`config.mk`:
```
export PLATFORM = sky130hd
export DESIGN_NAME = padd_sat_pipe
export DESIGN_NICKNAME = d
export VERILOG_FILES = /design/src/rtl/padd_pkg.sv /design/src/rtl/padd_lane.sv /design/src/rtl/padd_sat_pipe.sv
export SDC_FILE = /design/constraint.sdc
export NUM_CORES = 1
export LEC_CHECK = 0
export CORE_ASPECT_RATIO = 0.8
export CORE_MARGIN = 4
export CORE_UTILIZATION = 45
export DETAILED_ROUTE_END_ITERATION = 10
export PLACE_DENSITY = 0.7
export SYNTH_ARGS = -nofsm -noshare
export SYNTH_HDL_FRONTEND = slang
export SYNTH_SLANG_ARGS = --single-unit
```
`constraint.sdc`:
```
create_clock -name clk -period 7.1 [get_ports clk]
set_input_delay 1.42 -clock clk [delete_from_list [all_inputs] [get_ports clk]]
set_output_delay 1.42 -clock clk [all_outputs]
set_load 0.02 [all_outputs]
```
`src/rtl/padd_pkg.sv`:
```
// Shared types and lane saturation constants for the packed saturating adder.
package padd_pkg;

   typedef enum logic [1:0] {
      SADD = 2'b00,
      SSUB = 2'b01,
      UADD = 2'b10,
      WADD = 2'b11
   } op_e;

   localparam int MAX_LANE_W = 8;

   // Signed bounds for a lane of the given width, zero-extended to MAX_LANE_W.
   function automatic logic [MAX_LANE_W-1:0] sat_max(input int lane_w);
      return MAX_LANE_W'((1 << (lane_w - 1)) - 1);
   endfunction

   function automatic logic [MAX_LANE_W-1:0] sat_min(input int lane_w);
      return MAX_LANE_W'(1 << (lane_w - 1));
   endfunction

endpackage

```
`src/rtl/padd_lane.sv`:
```
// One combinational lane: clamps a raw LANE_W+1-bit result according to the operation.
module padd_lane
   import padd_pkg::*;
#(
   parameter int LANE_W = 4
) (
   input  logic [LANE_W:0]   raw_i,
   input  op_e               op_i,
   output logic [LANE_W-1:0] res_o,
   output logic              sat_o
);

   localparam logic [MAX_LANE_W-1:0] SMAX = sat_max(LANE_W);
   localparam logic [MAX_LANE_W-1:0] SMIN = sat_min(LANE_W);

   // Signed overflow shows up as the extension bit disagreeing with the lane MSB.
   always_comb begin
      res_o = raw_i[LANE_W-1:0];
      sat_o = 1'b0;
      case (op_i)
         SADD, SSUB: begin
            if (raw_i[LANE_W] != raw_i[LANE_W-1]) begin
               sat_o = 1'b1;
               res_o = raw_i[LANE_W] ? SMIN[LANE_W-1:0] : SMAX[LANE_W-1:0];
            end
         end
         UADD: begin
            if (raw_i[LANE_W]) begin
               sat_o = 1'b1;
               res_o = '1;
            end
         end
         default: ;
      endcase
   end

endmodule

```
`src/rtl/padd_sat_pipe.sv`:
```
// Two-stage valid/ready pipeline: S1 holds raw per-lane results, S2 holds the
// saturated packed result and lane flags; a sticky register accumulates flags.
module padd_sat_pipe
   import padd_pkg::*;
#(
   parameter int DATA_W = 16,
   parameter int LANE_W = 4
) (
   input  logic                     clk,
   input  logic                     rst,
   input  logic                     in_valid,
   output logic                     in_ready,
   input  logic [DATA_W-1:0]        a,
   input  logic [DATA_W-1:0]        b,
   input  logic [1:0]               op,
   output logic                     out_valid,
   input  logic                     out_ready,
   output logic [DATA_W-1:0]        sum,
   output logic [DATA_W/LANE_W-1:0] sat_mask,
   output logic [DATA_W/LANE_W-1:0] sat_sticky,
   input  logic                     clr_sticky
);

   localparam int LANES = DATA_W / LANE_W;

   if (DATA_W % LANE_W != 0) begin : g_bad_div
      $error("padd_sat_pipe: DATA_W must be a multiple of LANE_W");
   end
   if (LANE_W != 4 && LANE_W != 8) begin : g_bad_lane
      $error("padd_sat_pipe: LANE_W must be 4 or 8");
   end

   logic [2:1]                    vld_q;
   op_e                           s1_op_q;
   logic [LANES-1:0][LANE_W:0]    raw_d, s1_raw_q;
   logic [LANES-1:0][LANE_W-1:0]  sum_d, sum_q;
   logic [LANES-1:0]              mask_d, mask_q, sticky_d, sticky_q;
   logic                          s2_load, accept, fire;

   assign s2_load  = !vld_q[2] || out_ready;
   assign in_ready = !rst && (!vld_q[1] || s2_load);
   assign accept   = in_valid && in_ready;
   assign fire     = vld_q[2] && out_ready;

   for (genvar g = 0; g < LANES; g++) begin : g_lane
      logic [LANE_W-1:0] la, lb;
      logic [LANE_W:0]   sa, sb;
      assign la = a[g*LANE_W +: LANE_W];
      assign lb = b[g*LANE_W +: LANE_W];
      assign sa = {la[LANE_W-1], la};
      assign sb = {lb[LANE_W-1], lb};
      // UADD and WADD share the zero-extended sum; only the clamp differs in S2.
      assign raw_d[g] = (op == SSUB) ? sa - sb :
                        (op == SADD) ? sa + sb :
                                       {1'b0, la} + {1'b0, lb};

      padd_lane #(.LANE_W(LANE_W)) u_lane (
         .raw_i (s1_raw_q[g]),
         .op_i  (s1_op_q),
         .res_o (sum_d[g]),
         .sat_o (mask_d[g])
      );
   end

   // Clear happens before the OR so a flag raised in the clearing cycle survives.
   always_comb begin
      sticky_d = sticky_q;
      if (clr_sticky) sticky_d = '0;
      if (fire)       sticky_d = sticky_d | mask_q;
   end

   always_ff @(posedge clk or posedge rst) begin
      if (rst) begin
         vld_q    <= '0;
         s1_op_q  <= SADD;
         s1_raw_q <= '0;
         sum_q    <= '0;
         mask_q   <= '0;
         sticky_q <= '0;
      end else begin
         if (in_ready) vld_q[1] <= in_valid;
         if (accept) begin
            s1_op_q  <= op_e'(op);
            s1_raw_q <= raw_d;
         end
         if (s2_load) vld_q[2] <= vld_q[1];
         if (s2_load && vld_q[1]) begin
            sum_q  <= sum_d;
            mask_q <= mask_d;
         end
         sticky_q <= sticky_d;
      end
   end

   assign out_valid  = vld_q[2];
   assign sum        = sum_q;
   assign sat_mask   = mask_q;
   assign sat_sticky = sticky_q;

endmodule

```
# Yosys cells after proc, flatten, opt, wreduce, memory -nomap -nowiden
# Cells that the tools add are included.
[totals] ff_bits=48 inputBits=39 output_inout_bits=26 wordCells=83
[classes] addsub=12 n_eq_ne=7 n_mux=38 bitwise=1 reduce_logical=12
[op_table] op="4-bit two-way mux" n=14
[op_table] op="4-bit by 4-bit adder with 5-bit output" n=8
[op_table] op="5-bit two-way mux" n=8
[op_table] op="4-bit one-hot mux with 2 select lines" n=4
[op_table] op="4-bit by 4-bit subtractor with 5-bit output" n=4
[op_table] op="1-bit two-way mux" n=8
[op_table] op="1-bit one-hot mux with 2 select lines" n=4
[op_table] op="2-bit by 1-bit equality test with 1-bit output (second input constant)" n=2
[op_table] op="1-bit logical AND" n=4
[op_table] op="2-bit logical NOT" n=2
[op_table] op="1-bit != test" n=4
[op_table] op="4-bit bitwise OR" n=1
[op_table] op="1-bit logical NOT" n=3
[op_table] op="2-bit equality test (second input constant)" n=1
[op_table] op="1-bit logical OR" n=2
[op_table] op="2-bit OR reduction" n=1

# Longest topological paths before layout
# Gate-level depths: netlist of the first run.
[depth] word_depth=5 ltp_mapped=8 depth_no_buf=8

# Cells and area by module
# Synthesis of the first run repeated with hierarchy kept, for this count alone.
[hier_totals] cells_unflattened=388 hier_area_um2=3716.1
[by_module_without_submodules] module="padd_sat_pipe" instances=1 cells_per_inst=304 area_each_um2=3125.5 seq_area_each_um2=1201.2
[by_module_without_submodules] module="padd_lane" instances=4 cells_per_inst=21 area_each_um2=147.6 seq_area_each_um2=0.0

# Worst setup path after synthesis of the first run
# Ideal clock, no wire load.
[synth_timing] kind="input-to-output" start="in rst" end="out in_ready" t_arrival_ns=3.122 setup_slack_ns=2.558 path_stages=2 cell_sequence="clkinv_1 -> and2_1"
[synth_via] elab_chain_len=2
[synth_rtl] item="start: declaration" line_no="padd_sat_pipe.sv:10" rtl="input logic rst,"
[synth_rtl] item="1-bit logical NOT (no source line)"
[synth_rtl] item="1-bit logical AND" line_no="padd_sat_pipe.sv:41" rtl="assign in_ready = !rst && (!vld_q[1] || s2_load);"
[synth_rtl] item="end: declaration" line_no="padd_sat_pipe.sv:12" rtl="output logic in_ready,"
# Every way passes these cells.

# Final worst setup path of the first run
# Same ends and word-level chain as after synthesis.

==> results of run 1 <==
==> cells by family (layout without fill, tap and decap cells) <==
kind of cell | after synthesis | count (layout) | share of synthesized area (%)
AOI/OAI and AO/OA | 91 | 91 | 19.05
adders and majority gates | 52 | 52 | 20.08
and+or+nand+nor | 126 | 126 | 16.90
DFF | 48 | 48 | 33.93
muxes | 7 | 7 | 2.015
xor gates and xnor gates | 4 | 4 | 0.9899
buffers and inverters | 61 | 120 | 7.034
==> power by group <==
group | total (mW) | switching [mW] | internal (mW) | leakage [nW]
registers | 0.432 | 0.0683 | 0.363 | 0.574
clock network | 0.203 | 0.0874 | 0.115 | 0.0614
logic | 0.488 | 0.261 | 0.227 | 1.34
total | 1.12 | 0.416 | 0.705 | 1.97
==> registers in the layout (all words and copies together) (netlist names) <==
register,flops
s1_op_q,2
s1_raw_q,20
sat_sticky,4
sum,16
sat_mask,4
vld_q,2
==> synth_stat cells (2+ instances only) <==
cell type and count:
nand2_1 37, clkbuf_1 3, mux2i_1 6, nand3_1 5
o41ai_2 4, buf_2 9, a211o_1 4, nand3b_1 5
a2111oi_0 13, nand4_1 4, dfrtp_1 48, a21oi_1 11
a31oi_1 6, nor2b_1 9, inv_1 45, o221ai_1 4
a21o_1 2, xor2_1 3, a41oi_1 2, ha_1 44
and2_1 7, nand2b_1 10, a211oi_1 2, a22o_1 2
nor3_1 3, buf_4 2, o21bai_1 2, o211ai_1 4
o21ai_0 24, o311ai_0 3, nor2_1 43, a311o_1 4
fa_1 8
==> area by class of cell <==
class / count / area, sq um / share of cell area [%]
clock buffer: 6 / 82.58 / 1.889
clock inverter: 2 / 38.79 / 0.8872
inverter: 46 / 172.7 / 3.950
multi-input combinational: 280 / 2090 / 47.80
sequential: 48 / 1201 / 27.48
tap: 105 / 131.4 / 3.005
timing repair buffer: 66 / 655.6 / 15.00
==> placed cells by master (no fill, tap or decap), types with 10 or more instances in the layout <==
| cell | instances |
|---|---|
| a21oi_1 | 11 |
| clkdlybuf4s50_1 | 64 |
| a2111oi_0 | 13 |
| o21ai_0 | 24 |
| nor2_1 | 43 |
| nand2_1 | 37 |
| dfrtp_1 | 48 |
| nand2b_1 | 10 |
| ha_1 | 44 |
| inv_1 | 45 |
==> worst max-delay path, cell delays in order <==
cell             delay, ns
clkdlybuf4s50_1       0.41
inv_2                 0.05
buf_4                 0.52
and2_1                0.26
clkdlybuf4s50_1       0.62
==> routing by layer <==
metal	up-vias	part of all wire, %	wire length [um]	global-route usage [%]
met3	12	6.0	463	3.632
met1	1354	49	3825	24.86
met4	0	1.1	83	4.530
li1	1464	-	-	-
met5	-	0	0	0
met2	80	44	3380	26.92
==> path summary, 6_finish.rpt <==
path                       cells after the start           end    startpoint
setup reg to reg                               4   s1_raw_q[4]      vld_q[2]
max in group asynchronous                      3   s1_raw_q[9]           rst
setup / recovery                               5      in_ready           rst
min in group asynchronous                      3        sum[5]           rst
hold / removal                                 2  s1_raw_q[11]  s1_raw_q[11]
hold reg to reg                                2  s1_raw_q[11]  s1_raw_q[11]
==> flow_summary.yaml, run 1 <==
outcome:
  outcome: "completed"
floorplanning:
  die_x_um: 107.2
  num_rows: 28
  core_sq_mm: 0.007532
  dieArea_sq_mm: 0.009358
  io_pins: 65
  start_util_pct: 46.99
  die_h_um: 87.33
worst_setup_path:
  cp_max_fo: 55
  end_kind: "primary output"
  r2r_setup_slack_ns: 5.21
  cp.required_ns: 5.68
  crit_path_start_kind: "input pin"
  critical_path_arrival_ns: 3.30
  worstSetupPathType: "input pin to primary output"
sta:
  period_needed_ns: 4.718
  tightest_slew_ns: 0.9270
  fin_crit_sh_pct: 66.46
  setup_tns_ns: 0
  relSlewSlack_pct: 38.03
  maxSlewViolCount: 0
  finalWorstSetupSlack_ns: 2.382
  max_freq_ghz: 0.2119
  finClkSkew_ns: 0.005591
  rsz0062_at_grt: "false"
  hold_viol: 0
  setup_viol: 0
  holdWs_ns: 0.4822
yosys:
  synth_cell_type_count: 44
  synth_top_area_share_pct: 33.93
  synth_area_leaders: "dfrtp_1, ha_1, inv_1"
  synthCells: 389
  syn_area_per_cell_sq_um: 9.099
  seq_area_frac_synth_pct: 33.93
  syn-num-nets: 480
  syn_area_sq_mm: 0.003540
  synth-seq-cells: 48
  synthArstFlopShare_pct: 100.0
  yosys_warnings: 0
  yosysTopAreaCell: "dfrtp_1"
  synthFlopType: "dfrtp_1"
  synth-edff-count: 0
placement:
  placed_area_sq_mm: 0.004250
  pre_cts_slack_ns: 2.351
  dp.cells: 545
  gp_congestion: 0.7987
  portBuffers: 64
  dp_hpwl_mm: 6.107
cts:
  cts_max_level: 2
  cts-buffers-inserted: 5
  cts_tree: "built"
  cts.path.max_buffers: 2
  cts_hold_buf: 0
  cts_root_buf: "clkbuf_8"
  clock_latency_ns: 0.29
  clk_pin_slew_ns: 0.09
  cts_setup_buffers: 0
  ctsResizeCount: 0
  numClockSinks: 48
power_and_ir_drop:
  power_density_mw_per_mm2: 256.6
  p_leak_nw: 1.972
  p_total_mw: 1.122
  ir_drop_mv: 0.1266
global_routing:
  grt_start_max_net_pins: 56
  grt_pass1_wl_mm: 13.22
  antenna_found_initial: 0
  overflow: 0
  grt_usage_pct: 17.40
  grt_pass1_vias: 2845
route:
  wl_per_cell_um: 14.02
  via_count: 2910
  drc: 0
  first_pass_iters: 4
  wirelength_mm: 7.753
  drt.antenna.violating_nets: 0
  viasPerCell: 5.262
  drt_iter0_drc: 89
finish:
  fin_nets: 538
  fin_area_sq_mm: 0.004372
  antennaDiodeCount: 0
  final_util_pct: 58.04
  drive_gt1_share_pct: 3.795
  syn_to_final_growth_pct: 23.51
  final_cells: 553
  nFillCells: 676
hold_path:
  hold_path_class: "flip-flop to flip-flop"
run:
  cap_violations: 0
(Power assumes the default switching activity.)
==> inputs of run 2 (changes only) <==
- PLACE_DENSITY: 0.7 -> 0.73
- clock period: 7.1 -> 4 ns (I/O delays scaled with it)
==> flow_summary.yaml, run 2 (same netlist as run 1, synthesis figures left out) <==
outcome:
  outcome: "completed"
placement:
  portBuffers: 64
  pre_cts_slack_ns: 0.8427
  dp_hpwl_mm: 6.227
  dp.cells: 546
  gp_congestion: 0.8544
finish:
  drive_gt1_share_pct: 3.786
  largest_reg_flops: 20
  layout_common_cells: "clkdlybuf4s50_1, dfrtp_1, inv_1, ha_1, nor2_1"
  multi_input_area_sq_mm: 0.002090
  final_common_cell: "clkdlybuf4s50_1"
  syn_to_final_growth_pct: 22.94
  antennaDiodeCount: 0
  final_cells: 554
  regMostFlops: "s1_raw_q"
  regArea_sq_mm: 0.001201
  nFillCells: 689
  final_util_pct: 57.77
  fin_nets: 539
hold_path:
  min_from: "s1_raw_q[12]"
  min_delay_path_depth: 2
  min_to: "s1_raw_q[12]"
  hold_path_class: "flip-flop to flip-flop"
sta:
  maxSlewViolCount: 0
  period_needed_ns: 3.168
  setup_viol: 0
  hold_viol: 0
  tightest_slew_ns: 0.6674
  rsz0062_at_grt: "false"
  setup_tns_ns: 0
  max_freq_ghz: 0.3156
  relSlewSlack_pct: 55.51
  finalWorstSetupSlack_ns: 0.8316
  finClkSkew_ns: 0.007065
  fin_crit_sh_pct: 79.21
floorplanning:
  io_pins: 65
  die_h_um: 87.33
  start_util_pct: 46.99
  die_x_um: 107.2
  num_rows: 28
  core_sq_mm: 0.007532
  dieArea_sq_mm: 0.009358
route:
  first_pass_iters: 4
  drc: 0
  drt.antenna.violating_nets: 0
  drt_iter0_drc: 132
  wl_per_cell_um: 14.30
  viasPerCell: 5.347
  wirelength_mm: 7.921
  via_count: 2962
cts:
  cts.path.max_buffers: 2
  cts_max_level: 2
  cts-buffers-inserted: 5
  ctsResizeCount: 0
  numClockSinks: 48
  cts_hold_buf: 0
  clock_latency_ns: 0.30
  cts_setup_buffers: 0
  clk_pin_slew_ns: 0.08
  cts_root_buf: "clkbuf_8"
  cts_tree: "built"
worst_setup_path:
  r2r-start: "vld_q[2]"
  crit-reg2reg-capture: "sum[2]"
  cp.required_ns: 3.20
  crit_slowest_cell: "clkdlybuf4s50_1"
  worstSetupPathType: "input pin to primary output"
  end_kind: "primary output"
  crit_path_start: "out_ready"
  critical_path_arrival_ns: 2.37
  cp_max_fo: 7
  crit_path_start_kind: "input pin"
  worst_r2r_path_depth: 4
  cpPeakStageDelay_ns: 0.62
  crit_top_cell: "clkdlybuf4s50_1"
  r2r_setup_slack_ns: 2.14
  crit_chain: "clkdlybuf4s50_1 > nand3b_4 > and2_1 > clkdlybuf4s50_1"
global_routing:
  grt_pass1_wl_mm: 13.41
  grt_usage_pct: 17.48
  antenna_found_initial: 0
  overflow: 0
  grt_start_max_net_pins: 55
  grt_pass1_vias: 2803
run:
  cap_violations: 0
power_and_ir_drop:
  ir_drop_mv: 0.2175
  p_leak_nw: 1.960
  power_density_mw_per_mm2: 444.6
-- run 2: changes by cell type in the layout (fill, tap and decap cells not counted), sizes merged --
cell	change
bufinv	-1
clkinvlp	+1
clkbuf	+1
buf	+1
clkinv	-1
-- run 2: power by group --
group / internal (mW) / switching (mW)
clock: 0.141 / 0.156
sequential: 0.645 / 0.122
combinational: 0.404 / 0.467
total: 1.19 / 0.745
-- run 2: worst max-delay path by stage --
stage,to,slack [ns],cells past startpoint
after CTS,in_ready,0.83,4
after global routing,in_ready,0.74,4
final,in_ready,0.83,4
after floorplan,in_ready,0.70,2
after detailed placement,in_ready,0.84,4
after global placement,in_ready,0.86,4
-- run 2: per-layer routing --
metal  share of wire (%)  track usage, %
met5                   0               0
met4                0.37           2.207
met3                 5.7           2.891
met2                  43           26.92
met1                  51           26.49
-- run 2: cell type report --
class / instances / share of cell area, %
clock inverter: 1 / 0.1725
tap: 105 / 3.019
timing repair buffer: 67 / 15.24
inverter: 46 / 3.968
multi-input combinational: 280 / 48.02
sequential: 48 / 27.60
clock buffer: 7 / 1.984
-- run 2: through the flow --
stage / power, mW / hold WS [ns] / cell area (sq um)
4_1_cts: 1.951 / 0.4896 / 4352
6_report: 1.935 / 0.4812 / 4352
2_1_floorplan: 1.257 / 0.4458 / 3540
3_5_place_dp: 1.654 / 0.4685 / 4258
3_3_place_gp: 1.621 / 0.4623 / 4258
5_1_grt: 2.083 / 0.5135 / 4352
-- run 2: critical path: cells and delay by family --
kind                   cells  cell delay (ns)
and+or+nand+nor            2             0.38
buffers and inverters      2             1.19
==> inputs of run 3 (changes only) <==
- PLACE_DENSITY: 0.73 -> 0.7
- clock period: 4 -> 3.2 ns (I/O delays scaled with it)
==> flow_summary.yaml, run 3 (same netlist as run 1, synthesis figures left out) <==
outcome:
  outcome: "completed"
worst_setup_path:
  r2r-start: "s1_raw_q[19]"
  cp_max_fo: 7
  crit-reg2reg-capture: "sum[14]"
  critical_path_arrival_ns: 2.19
  worst_r2r_path_depth: 6
  crit_path_start_kind: "input pin"
  cp.required_ns: 2.56
  crit_path_start: "out_ready"
  worstSetupPathType: "input pin to primary output"
  r2r_setup_slack_ns: 1.38
  end_kind: "primary output"
power_and_ir_drop:
  power_density_mw_per_mm2: 554.1
  p_total_mw: 2.426
  ir_drop_mv: 0.2785
  p_leak_nw: 1.973
sta:
  hold_viol: 0
  setup_viol: 0
  relSlewSlack_pct: 61.18
  tightest_slew_ns: 0.5677
  max_freq_ghz: 0.3535
  setup_tns_ns: 0
  finClkSkew_ns: 0.003271
  fin_crit_sh_pct: 88.41
  rsz0062_at_grt: "false"
  period_needed_ns: 2.829
  maxSlewViolCount: 0
global_routing:
  grt_usage_pct: 17.42
  grt_pass1_vias: 2729
  overflow: 0
  antenna_found_initial: 0
  grt_pass1_wl_mm: 13.05
  grt_start_max_net_pins: 44
route:
  drt.antenna.violating_nets: 0
  via_count: 2914
  wirelength_mm: 7.877
  viasPerCell: 5.232
  drc: 0
  wl_per_cell_um: 14.14
  first_pass_iters: 4
  drt_iter0_drc: 105
cts:
  cts_root_buf: "clkbuf_8"
  cts_max_level: 2
  cts_setup_buffers: 0
  cts_hold_buf: 0
  ctsResizeCount: 0
  cts-buffers-inserted: 5
  clock_latency_ns: 0.30
  clk_pin_slew_ns: 0.09
  numClockSinks: 48
  cts.path.max_buffers: 2
  cts_tree: "built"
finish:
  regMostFlops: "s1_raw_q"
  largest_reg_flops: 20
  final_cells: 557
  layout_common_cells: "clkdlybuf4s50_1, dfrtp_1, inv_1, ha_1, nor2_1"
  final_util_pct: 58.12
  syn_to_final_growth_pct: 23.68
  drive_gt1_share_pct: 4.646
  final_common_cell: "clkdlybuf4s50_1"
  fin_nets: 542
  antennaDiodeCount: 0
placement:
  gp_congestion: 0.7803
  portBuffers: 64
  dp_hpwl_mm: 6.310
  dp.cells: 549
hold_path:
  min_from: "sum[3]"
  min_to: "sum[3]"
  min_delay_path_depth: 1
  hold_path_class: "flip-flop to flip-flop"
floorplanning:
  die_x_um: 107.2
  core_sq_mm: 0.007532
  io_pins: 65
  die_h_um: 87.33
  dieArea_sq_mm: 0.009358
  num_rows: 28
  start_util_pct: 46.99
run:
  cap_violations: 0
==> run 3: cell count changes in the layout (fill, tap and decap cells not counted), sizes merged <==
cell | previous run | this run
buf | 3 | 6
clkbuf | 7 | 6
clkinvlp | 1 | 2
==> run 3: how the worst max path moves through the flow <==
stage | endpoint | slack, ns | depth (start not counted)
after floorplan | in_ready | 0.22 | 2
after detailed placement | in_ready | 0.38 | 4
after CTS | in_ready | 0.37 | 4
final | in_ready | 0.37 | 4
after global routing | in_ready | 0.30 | 4
after global placement | in_ready | 0.42 | 4
==> run 3: critical path, stage by stage <==
cell,delay [ns]
clkdlybuf4s50_1,0.56
nand3b_4,0.22
and2_1,0.17
clkdlybuf4s50_1,0.60
==> run 3: layout make-up <==
class                   count  area [sq um]
multi-input cells         280          2090
repair buffers             70         685.7
inverters                  46         172.7
flip-flops and latches     48          1201
clock inverters             2         15.01
fillers                   678          3154
well taps                 105         131.4
clock buffers               6         82.58
==> run 3: routing by layer <==
| metal | GRT usage, % | routed length, um | share of wire, % | vias to the layer above |
|---|---|---|---|---|
| li1 | - | - | - | 1479 |
| met1 | 26.39 | 4018 | 51 | 1363 |
| met2 | 26.01 | 3383 | 43 | 64 |
| met3 | 2.520 | 393 | 5.0 | 8 |
| met4 | 4.530 | 81 | 1.0 | 0 |
| met5 | 0 | 0 | 0 | - |
==> run 3: metrics by stage <==
| step | instance area, sq um | worst slack, ns | hold WS [ns] |
|---|---|---|---|
| 5_1_grt | 4378 | 0.2965 | 0.4978 |
| 4_1_cts | 4378 | 0.3703 | 0.4857 |
| 3_5_place_dp | 4280 | 0.3756 | 0.4651 |
| 6_report | 4378 | 0.3710 | 0.4787 |
| 3_3_place_gp | 4280 | 0.4166 | 0.4599 |
| 2_1_floorplan | 3540 | 0.2176 | 0.4458 |
==> run 3: power breakdown <==
part | internal (mW) | total (mW) | switching [mW]
clock | 0.175 | 0.376 | 0.201
combinational | 0.510 | 1.09 | 0.583
sequential | 0.806 | 0.956 | 0.151
total | 1.49 | 2.43 | 0.935
